`config.mk`:
```
export PLATFORM = sky130hd
export DESIGN_NAME = fetch_ctrl
export DESIGN_NICKNAME = d
export VERILOG_FILES = /design/src/rtl/fetch_ctrl_pkg.sv /design/src/rtl/fetch_fifo.sv /design/src/rtl/fetch_ctrl.sv
export SDC_FILE = /design/constraint.sdc
export NUM_CORES = 1
export LEC_CHECK = 0
export BUFFER_PORTS_ARGS = -buffer_cell sky130_fd_sc_hd__buf_2
export CAP_MARGIN = 40
export CORE_UTILIZATION = 40
export DETAILED_ROUTE_END_ITERATION = 10
export RECOVER_POWER = 100
export SETUP_SLACK_MARGIN = 0.4
export SLEW_MARGIN = 15
export SYNTH_ARGS = -nofsm -noshare
export SYNTH_HDL_FRONTEND = slang
export SYNTH_SLANG_ARGS = --single-unit
```
`constraint.sdc`:
```
create_clock -name clk -period 15.5 [get_ports clk]
set_clock_uncertainty 0.1 [all_clocks]
set_input_delay 4.65 -clock clk [delete_from_list [all_inputs] [get_ports clk]]
set_output_delay 4.65 -clock clk [all_outputs]
set_load 0.05 [all_outputs]
```
`src/rtl/fetch_ctrl_pkg.sv`:
```
// Shared types for the instruction-fetch sequencer: buffered fetch entries
// and the fetch FSM encoding.
package h2bp;

    typedef struct packed {
        logic [31:0] pc;
        logic [31:0] instr;
    } fetch_entry_t;

    typedef enum logic [1:0] {
        BOOT = 2'd0,
        RUN  = 2'd1,
        HOLD = 2'd2
    } fetch_state_t;

endpackage

```
`src/rtl/fetch_fifo.sv`:
```
// Small power-of-two FIFO holding fetched {pc, instr} pairs for decode.
// Synchronous clear discards all entries; push and pop may coincide when full.
module fetch_fifo
    import h2bp::*;
#(
    parameter int DEPTH = 2
) (
    input  logic                     clk,
    input  logic                     rst,
    input  logic                     clr,
    input  logic                     push,
    input  fetch_entry_t             push_data,
    input  logic                     pop,
    output logic [$clog2(DEPTH):0]   count,
    output fetch_entry_t             head
);

    localparam int AW = $clog2(DEPTH);
    localparam int CW = AW + 1;

    fetch_entry_t      mem_r [DEPTH];
    logic [AW-1:0]     wr_ptr_r;
    logic [AW-1:0]     rd_ptr_r;
    logic [CW-1:0]     count_r;

    // Pointer, occupancy and storage update; pointers wrap naturally at DEPTH.
    always_ff @(posedge clk) begin
        if (rst || clr) begin
            wr_ptr_r <= {AW{1'b0}};
            rd_ptr_r <= {AW{1'b0}};
            count_r  <= {CW{1'b0}};
        end else begin
            if (push) begin
                mem_r[wr_ptr_r] <= push_data;
                wr_ptr_r        <= wr_ptr_r + AW'(1'b1);
            end
            if (pop) begin
                rd_ptr_r <= rd_ptr_r + AW'(1'b1);
            end
            case ({push, pop})
                2'b10:   count_r <= count_r + CW'(1'b1);
                2'b01:   count_r <= count_r - CW'(1'b1);
                default: count_r <= count_r;
            endcase
        end
    end

    assign count = count_r;
    assign head  = mem_r[rd_ptr_r];

endmodule

```
`src/rtl/fetch_ctrl.sv`:
```
// Fetch sequencer: owns the PC, tracks the single in-flight memory read and
// hands buffered words to decode, squashing wrong-path words on a redirect.
module fetch_ctrl
    import h2bp::*;
#(
    parameter logic [31:0] RESET_PC = 32'd0,
    parameter int          DEPTH    = 2
) (
    input  logic        clk,
    input  logic        rst,
    input  logic        branch_taken,
    input  logic [31:0] branch_target,
    output logic [31:0] imem_pc,
    output logic        imem_flush,
    input  logic [31:0] imem_instr,
    output logic        if_valid,
    input  logic        if_ready,
    output logic [31:0] if_instr,
    output logic [31:0] if_pc
);

    localparam int            CW      = $clog2(DEPTH) + 1;
    localparam logic [CW:0]   DEPTH_W = (CW + 1)'(DEPTH);

    logic [31:0]   pc_q;
    logic [31:0]   inflight_pc_q;
    logic          inflight_q;
    fetch_state_t  state_q;

    logic [CW-1:0] count_s;
    fetch_entry_t  head_s;
    fetch_entry_t  push_data_s;
    logic          pop_s;
    logic          push_s;
    logic          issue_s;
    logic [CW:0]   occ_s;

    // Handshake and issue decision; occupancy counts words already owed to the FIFO.
    always_comb begin
        if_valid = (count_s != {CW{1'b0}}) && !branch_taken;
        pop_s    = if_valid && if_ready;
        push_s   = inflight_q && !branch_taken;
        occ_s    = {1'b0, count_s} + {{CW{1'b0}}, inflight_q} - {{CW{1'b0}}, pop_s};
        issue_s  = !branch_taken && (state_q != BOOT) && (occ_s < DEPTH_W);
    end

    assign push_data_s = '{pc: inflight_pc_q, instr: imem_instr};
    assign imem_pc     = pc_q;
    assign imem_flush  = branch_taken;
    assign if_instr    = head_s.instr;
    assign if_pc       = head_s.pc;

    // PC, in-flight tracking and FSM; BOOT skips the memory's reset-forced zero word.
    always_ff @(posedge clk) begin
        if (rst) begin
            pc_q          <= RESET_PC;
            inflight_pc_q <= 32'd0;
            inflight_q    <= 1'b0;
            state_q       <= BOOT;
        end else if (branch_taken) begin
            pc_q       <= branch_target;
            inflight_q <= 1'b0;
            state_q    <= RUN;
        end else begin
            inflight_q <= issue_s;
            if (issue_s) begin
                inflight_pc_q <= pc_q;
                pc_q          <= pc_q + 32'd1;
            end
            case (state_q)
                BOOT:    state_q <= RUN;
                RUN:     state_q <= issue_s ? RUN : HOLD;
                HOLD:    state_q <= issue_s ? RUN : HOLD;
                default: state_q <= BOOT;
            endcase
        end
    end

    fetch_fifo #(
        .DEPTH (DEPTH)
    ) u_fifo (
        .clk       (clk),
        .rst       (rst),
        .clr       (branch_taken),
        .push      (push_s),
        .push_data (push_data_s),
        .pop       (pop_s),
        .count     (count_s),
        .head      (head_s)
    );

endmodule

```
## Word-level counts from Yosys, hierarchy flattened

Memory sizes are Yosys's and may differ from the RTL's. A register that Yosys moved wholly into a read port is not among the register bits.
Cells that the tools add are included.

| storage, ports and cells | value |
|---|---|
| bits of input ports | 68 |
| RAM bits | 128 |
| flip-flop bits (word level) | 71 |
| memories kept | 1 |
| logic and storage cells | 48 |

Memories:

| name | words | bits a word | rd ports | clocked after memory_dff | wr ports | RTL line | RTL |
|---|---|---|---|---|---|---|---|
| u_fifo.mem_r | 2 | 64 | 1 | 1 | 1 | fetch_fifo.sv:21 | `fetch_entry_t mem_r [DEPTH];` |

| cells by class | value |
|---|---|
| multiplexer cells | 11 |
| equality and inequality tests | 4 |
| $lt $le $gt $ge | 1 |
| add/subtract/negate cells | 7 |
| reduce and logical (&&, ||, !) cells | 15 |
| bitwise operators | 1 |

Operators by type and width:

| kind | number |
|---|---|
| two-way mux 32 bit | 2 |
| adder 32 x 1 -> 32 bit, second input constant | 1 |
| case mux 2 bit (2 select lines) | 2 |
| nonzero test 2 bit | 4 |
| two-way mux 1 bit | 6 |
| logical AND 1 bit | 5 |
| == test 2 x 1 -> 1 bit, second input constant | 2 |
| == test 2 bit, second input constant | 2 |
| OR reduction 2 bit | 2 |
| adder 2 x 1 -> 3 bit | 1 |
| < comparator 3 x 2 -> 1 bit, second input constant | 1 |
| subtractor 3 x 1 -> 3 bit | 1 |
| adder 1 bit, second input constant | 2 |
| adder 2 x 1 -> 2 bit, second input constant | 1 |
| zero test 2 bit | 1 |
| two-way mux 2 bit | 1 |
| AND reduction 2 bit | 1 |
| subtractor 2 x 1 -> 2 bit, second input constant | 1 |
| zero test 1 bit | 1 |
| logical OR 1 bit | 1 |
| inverter 1 bit | 1 |

## Logic depth before layout (Yosys ltp)

Gate-level depths: netlist of the first run.

| logic depth | value |
|---|---|
| depth in word-level cells | 9 |
| gate-level depth with buffers | 13 |

## Modules after synthesis

From an unflattened synthesis of the first run, not the netlist that was laid out.

| second synthesis, totals | value |
|---|---|
| cells, all modules | 618 |
| area, all modules | 8031.5 um2 |

By module, submodules not included:

| module | cells an instance | seq. area each (um2) | area each (um2) | instances |
|---|---|---|---|---|
| fetch_fifo | 220 | 3943.8 | 4845.9 | 1 |
| fetch_ctrl | 398 | 1341.3 | 3185.6 | 1 |

## Worst setup path after synthesis of the first run

No wires, ideal clock.

| path | value |
|---|---|
| path type | input to register |
| start | input branch_taken |
| end | memory u_fifo.mem_r[1][0] (netlist name) (enable) |
| path buffers | 2 |
| slack | 3589 ps |
| stages | 3 |
| data arrival time | 11165 ps |
| path through | clkbuf_1 > clkbuf_1 > nor4bb_1 |

| between the ends | value |
|---|---|
| longest elaborated chain between the ends | 5 |

RTL lines:

| element | RTL line | RTL |
|---|---|---|
| start, declared | fetch_ctrl.sv:11 | `input logic branch_taken,` |
| zero test 1 bit | fetch_ctrl.sv:42 | `push_s = inflight_q && !branch_taken;` |
| logical AND 1 bit | fetch_ctrl.sv:42 |  |
| two-way mux 1 bit | fetch_fifo.sv:33 | `if (push) begin` |
| two-way mux 1 bit * | fetch_fifo.sv:28 | `if (rst \|\| clr) begin` |
| two-way mux 1 bit (implied by the code) * | fetch_fifo.sv:34 | `mem_r[wr_ptr_r] <= push_data;` |
| end, declared | fetch_fifo.sv:21 |  |

Every way passes the cells marked *; elsewhere a longest branch is shown, timed or not.

## Worst setup path in the final report of the first run

| path | value |
|---|---|
| start | input branch_taken |
| end | output imem_flush |

RTL lines:

| element | RTL line | RTL |
|---|---|---|
| end, declared | fetch_ctrl.sv:14 | `output logic imem_flush,` |

No word-level cell between the ends.

==> flow_metrics.py, run 1 <==
metrics = {
    "status": {
        "outcome": "finished, violations left",
        "violations": "capacitance limit, slew limit",
    },
    "layout": {
        "fin_nets": 856,
        "final_cells": 1061,
        "synthToLayoutAreaGrowth_pct": 18.0,
        "drive_gt1_frac": 0.203,
        "nFillCells": 1882,
        "final_area_mm2": 0.00950,
        "finalCoreUtilization": 0.485,
    },
    "place": {
        "port_buffers": 165,
        "postPlaceCellArea_mm2": 0.00918,
        "place_congestion": 0.752,
        "pre_cts_ws_ps": 5070,
        "placedCellCount": 1028,
        "place_hpwl_mm": 12.1,
    },
    "yosys": {
        "synth.net_count": 702,
        "async_flop_share": 0,
        "synth_compound_area_frac": 0.0817,
        "synthMuxAreaShare": 0.0965,
        "synth_most_common_cell": "edfxtp_1",
        "yosysUniqueCellTypes": 53,
        "synth_cells": 628,
        "mappedNetlistArea_mm2": 0.00805,
        "synthTopCellsByArea": "edfxtp_1 48%, dfxtp_1 18%, mux2_2 9.5%",
        "synth_warnings": 0,
        "synth_area_leader_cell": "edfxtp_1",
        "syn_avg_cell_area_um2": 12.8,
        "synth_xor_area_frac": 0.0140,
        "synth_fa_ha_area_frac": 0.0103,
        "synth-seq-cells": 200,
        "synth_edf_count": 128,
        "synth_top_cells_by_count": "128 x edfxtp_1, 93 x nand2_1, 72 x dfxtp_1, 68 x mux2_2, 48 x a21oi_1",
        "synth_top_area_frac": 0.477,
        "synth_top_family_by_area": "simple AND/OR/NAND/NOR gates",
        "synthSimpleGateAreaFrac": 0.116,
        "synth-main-ff-cell": "edfxtp_1",
        "yosysSeqAreaShare": 0.656,
    },
    "drt": {
        "wirelength_mm": 18.3,
        "drtPass1Iterations": 4,
        "first_iter_violations": 264,
        "detail_route.wl_per_cell_um": 17.3,
        "avgViaCountPerCell": 5.20,
        "ant_nets": 0,
        "vias": 5516,
        "drc": 0,
    },
    "timing": {
        "maxSlewHeadroom": -1.29,
        "fin_ws_ps": 4290,
        "fin_crit_sh": 0.723,
        "fin_tns_setup_ps": 0,
        "setup_viol": 0,
        "hold_slack_ps": 356,
        "finalHoldViolCount": 0,
        "slew_violations": 358,
        "tightest_slew_ps": 3430,
        "rsz0062_at_grt": "no",
        "fmax_mhz": 89.2,
        "post-route-min-period_ps": 11210,
    },
    "setup_path": {
        "cpMostUsedCell": "clkbuf_1",
        "start_kind": "primary input",
        "crit_slowest_cell": "clkbuf_1",
        "critPathMaxStageDelay_ps": 1260,
        "worstPathCellList": "clkbuf_1 > clkbuf_1",
        "path_class": "primary input to output port",
        "critical_path.top_delay_family": "buffers and inverters",
        "crit_fanout": 43,
        "path_buf_inv": 2,
        "worstPathRequired_ps": 10750,
        "cp.arrival_ps": 6460,
        "end_kind": "output port",
    },
    "floorplan": {
        "die_area_mm2": 0.0207,
        "die_h_um": 144,
        "core_mm2": 0.0196,
        "die_w_um": 144,
        "pin_count": 166,
        "rows": 51,
        "start_util": 0.411,
    },
    "global_routing": {
        "grt_max_degree": 69,
        "first_global_vias": 5329,
        "grt-busiest-layer": "met2",
        "use_met1": 0.215,
        "grt_use_total": 0.179,
        "met3_usage": 0.0413,
        "grt_pass1_wl_mm": 27.7,
        "gr-total-overflow": 0,
        "use_met2": 0.304,
        "antenna_found_initial": 1,
    },
    "worst_hold_path": {
        "min-delay-path-class": "flop to flop",
    },
    "power": {
        "cellPowerDensity_mw_per_mm2": 116,
        "p_leak_nw": 3.11,
        "fin_total_pwr_mw": 1.10,
        "peakVddDrop_mv": 0.0757,
    },
    "clocking": {
        "path_clk_slew_ps": 70,
        "cts_hold_buffers": 0,
        "postCtsSetupBuffers": 0,
        "cts_sinks": 200,
        "clockRootBuffer": "clkbuf_16",
        "clk_latency_ps": 430,
        "cts_buffer_depth": 2,
        "numCtsBuffers": 17,
        "cts_resized": 0,
        "cts_tree": "yes",
        "cts_max_level": 4,
    },
    "flow_run": {
        "cap_violations": 7,
    },
}
==> sequential cells by signal (all words and copies together), names as in the netlist, named ones only <==
| signal | cells |
|---|---|
| imem_pc | 32 |
| u_fifo.count | 2 |
| inflight_pc_q | 32 |
| state_q | 2 |
| u_fifo.wr_ptr_r | 1 |
| u_fifo.mem_r | 128 |
| inflight_q | 1 |
| u_fifo.rd_ptr_r | 1 |
==> per-layer routing <==
metal,share of wire,wire (um),vias to the layer above
met5,0,0,-
met4,0.020,364,0
met3,0.055,999,23
met2,0.49,9010,167
met1,0.43,7940,2687
li1,-,-,2639
==> power by group <==
group	switching (mW)	internal, mW
registers	0.0129	0.575
logic	0.0584	0.0216
clock network	0.204	0.229
==> layout by cell type (no fill, tap or decap), types with 3 or more instances in the layout <==
master,n
nand2_1,93
o31a_1,4
nand4_1,15
nor2_1,21
clkbuf_1,117
a31oi_1,9
nor3_1,3
xor2_1,7
o211ai_1,9
o22ai_1,7
or4_1,3
nor4_1,3
dfxtp_1,72
o21ai_0,6
a221oi_1,3
inv_6,5
clkbuf_16,17
a21oi_1,50
mux2_2,64
and3_1,4
and2_1,7
clkinv_4,4
mux2_1,5
ha_1,5
nand2b_1,3
buf_2,55
nand3_1,15
edfxtp_1,128
inv_1,11
or3_1,5
o311ai_0,4
xnor2_1,5
==> final timing paths <==
check / start / slack, ps / endpoint / cells past startpoint
hold / removal: inflight_pc_q[31] / 360 / u_fifo.mem_r[0][63] / 0
setup / recovery: branch_taken / 4290 / imem_flush / 2
hold reg to reg: inflight_pc_q[31] / 360 / u_fifo.mem_r[0][63] / 0
setup reg to reg: u_fifo.count[1] / 10100 / imem_pc[17] / 12
==> cell type report <==
cell class / count / area [um^2] / area share
Clock buffer: 17 / 425 / 0.0448
Timing Repair Buffer: 173 / 722 / 0.0760
Antenna cell: 1 / 2.50 / 0.000263
Tap cell: 265 / 332 / 0.0349
Clock inverter: 15 / 160 / 0.0169
Sequential cell: 200 / 5290 / 0.556
Multi-Input combinational cell: 379 / 2540 / 0.267
Inverter: 11 / 41.3 / 0.00434
==> logic make-up after synthesis <==
family,after synthesis
compound gates,104
xor+xnor,12
fa+ha+maj,6
buf+inv,49
flops,200
mux,69
simple gates,188
(Power assumes the default switching activity.)
==> run 2: changes to the inputs <==
Clock period 15.5 ns to 9.76 ns, I/O delays scaled along.
==> run 2 against run 1 <==
  * First-iteration DRC count grew 15%
  * Sequential power grew 59%
  * Routed wire length shrank 0.43%
  * Combinational power grew 61%
  * The run still ends with capacitance limit, slew limit left
==> flow_metrics.py, run 2 (synthesized netlist as in run 1, its figures left out) <==
metrics = {
    "global_routing": {
        "grt_max_degree": 69,
        "first_global_vias": 5283,
        "gr-total-overflow": 0,
        "grt_pass1_wl_mm": 27.5,
        "antenna_found_initial": 0,
        "grt_use_total": 0.178,
    },
    "power": {
        "combinationalPowerShare": 0.074,
        "swShare": 0.236,
        "seq_power_share": 0.535,
        "cellPowerDensity_mw_per_mm2": 183,
        "peakVddDrop_mv": 0.126,
        "clkPwrFrac": 0.391,
        "p_switching_mw": 0.411,
        "p_leak_nw": 3.10,
        "p_int_mw": 1.33,
    },
    "timing": {
        "hold_slack_ps": 355,
        "setup_viol": 0,
        "post-route-min-period_ps": 7870,
        "fin_tns_setup_ps": 0,
        "slew_violations": 295,
        "maxSlewHeadroom": -1.11,
        "rsz0062_at_grt": "no",
        "fmax_mhz": 127,
        "tightest_slew_ps": 3160,
        "finalHoldViolCount": 0,
        "fin_crit_sh": 0.806,
    },
    "layout": {
        "drive_gt1_frac": 0.201,
        "diodes": 0,
        "mostFrequentLayoutCell": "edfxtp_1",
        "final_area_mm2": 0.00952,
        "fin_nets": 856,
        "synthToLayoutAreaGrowth_pct": 18.3,
        "layout_common_cells": "128 x edfxtp_1, 122 x clkbuf_1, 93 x nand2_1",
        "finalCoreUtilization": 0.486,
        "nFillCells": 1869,
        "largest_register": "u_fifo.mem_r",
        "final_cells": 1060,
        "largest_reg_flops": 128,
    },
    "drt": {
        "drtPass1Iterations": 5,
        "vias": 5468,
        "detail_route.wl_per_cell_um": 17.2,
        "avgViaCountPerCell": 5.16,
        "wirelength_mm": 18.2,
        "ant_nets": 0,
        "drc": 0,
        "first_iter_violations": 304,
    },
    "place": {
        "place_hpwl_mm": 12.1,
        "postPlaceCellArea_mm2": 0.00916,
        "port_buffers": 165,
        "place_congestion": 0.787,
        "placedCellCount": 1028,
    },
    "floorplan": {
        "core_mm2": 0.0196,
        "pin_count": 166,
        "die_area_mm2": 0.0207,
        "die_h_um": 144,
        "rows": 51,
        "die_w_um": 144,
        "start_util": 0.411,
    },
    "clocking": {
        "postCtsSetupBuffers": 0,
        "clk_latency_ps": 430,
        "cts_hold_buffers": 0,
        "cts_resized": 0,
        "numCtsBuffers": 17,
        "cts_tree": "yes",
        "path_clk_slew_ps": 70,
        "cts_sinks": 200,
        "cts_buffer_depth": 2,
        "cts_max_level": 4,
        "clockRootBuffer": "clkbuf_16",
    },
    "status": {
        "violations": "capacitance limit, slew limit",
        "outcome": "finished, violations left",
    },
    "setup_path": {
        "crit_slowest_cell": "clkbuf_1",
        "end_kind": "output port",
        "worstPathRequired_ps": 6730,
        "crit_fanout": 43,
        "start_kind": "primary input",
        "worstPathCellList": "clkbuf_1 > nor2_1 > clkbuf_1",
        "critPathMaxStageDelay_ps": 1340,
        "critical_path.top_delay_family": "buffers and inverters",
        "path_buf_inv": 2,
        "path_class": "primary input to output port",
        "cpMostUsedCell": "clkbuf_1",
        "cp.arrival_ps": 4840,
    },
    "flow_run": {
        "cap_violations": 7,
    },
    "worst_hold_path": {
        "min-delay-path-class": "flop to flop",
    },
}
run 2: path summary, 6_finish.rpt:
kind                    start                   to  slack, ps  cells past startpoint
max              branch_taken             if_valid       1890                      3
min reg2reg  inflight_pc_q[1]  u_fifo.mem_r[1][33]        350                      0
min          inflight_pc_q[1]  u_fifo.mem_r[1][33]        350                      0
max reg2reg   u_fifo.count[1]          imem_pc[18]       5820                     12
run 2: layout make-up:
class / instances / area [um^2] / area share
Tap cell: 265 / 332 / 0.0348
Timing Repair Buffer: 173 / 734 / 0.0771
Multi-Input combinational cell: 379 / 2550 / 0.268
Sequential cell: 200 / 5290 / 0.555
Clock inverter: 8 / 85.1 / 0.00893
Clock buffer: 24 / 493 / 0.0518
Inverter: 11 / 41.3 / 0.00434
run 2: power groups by stage:
stage	Clock, mW	Combinational [mW]	Sequential [mW]
2_1_floorplan	0	0.0642	0.975
3_3_place_gp	0	0.130	0.950
3_5_place_dp	0	0.134	0.951
4_1_cts	0.703	0.135	0.932
5_1_grt	0.734	0.139	0.936
6_report	0.682	0.129	0.934
run 2: per-stage QoR:
stage	worst slack (ps)	power, mW
2_1_floorplan	995	1.04
3_3_place_gp	2800	1.08
3_5_place_dp	2780	1.09
4_1_cts	2770	1.77
5_1_grt	1700	1.81
6_report	1890	1.74
run 2: routing by layer:
layer	wire length [um]	global-route usage	vias to the layer above
met5	0	0	-
li1	-	-	2640
met2	8880	0.298	173
met3	1230	0.0470	18
met4	219	0.0566	0
met1	7900	0.222	2637
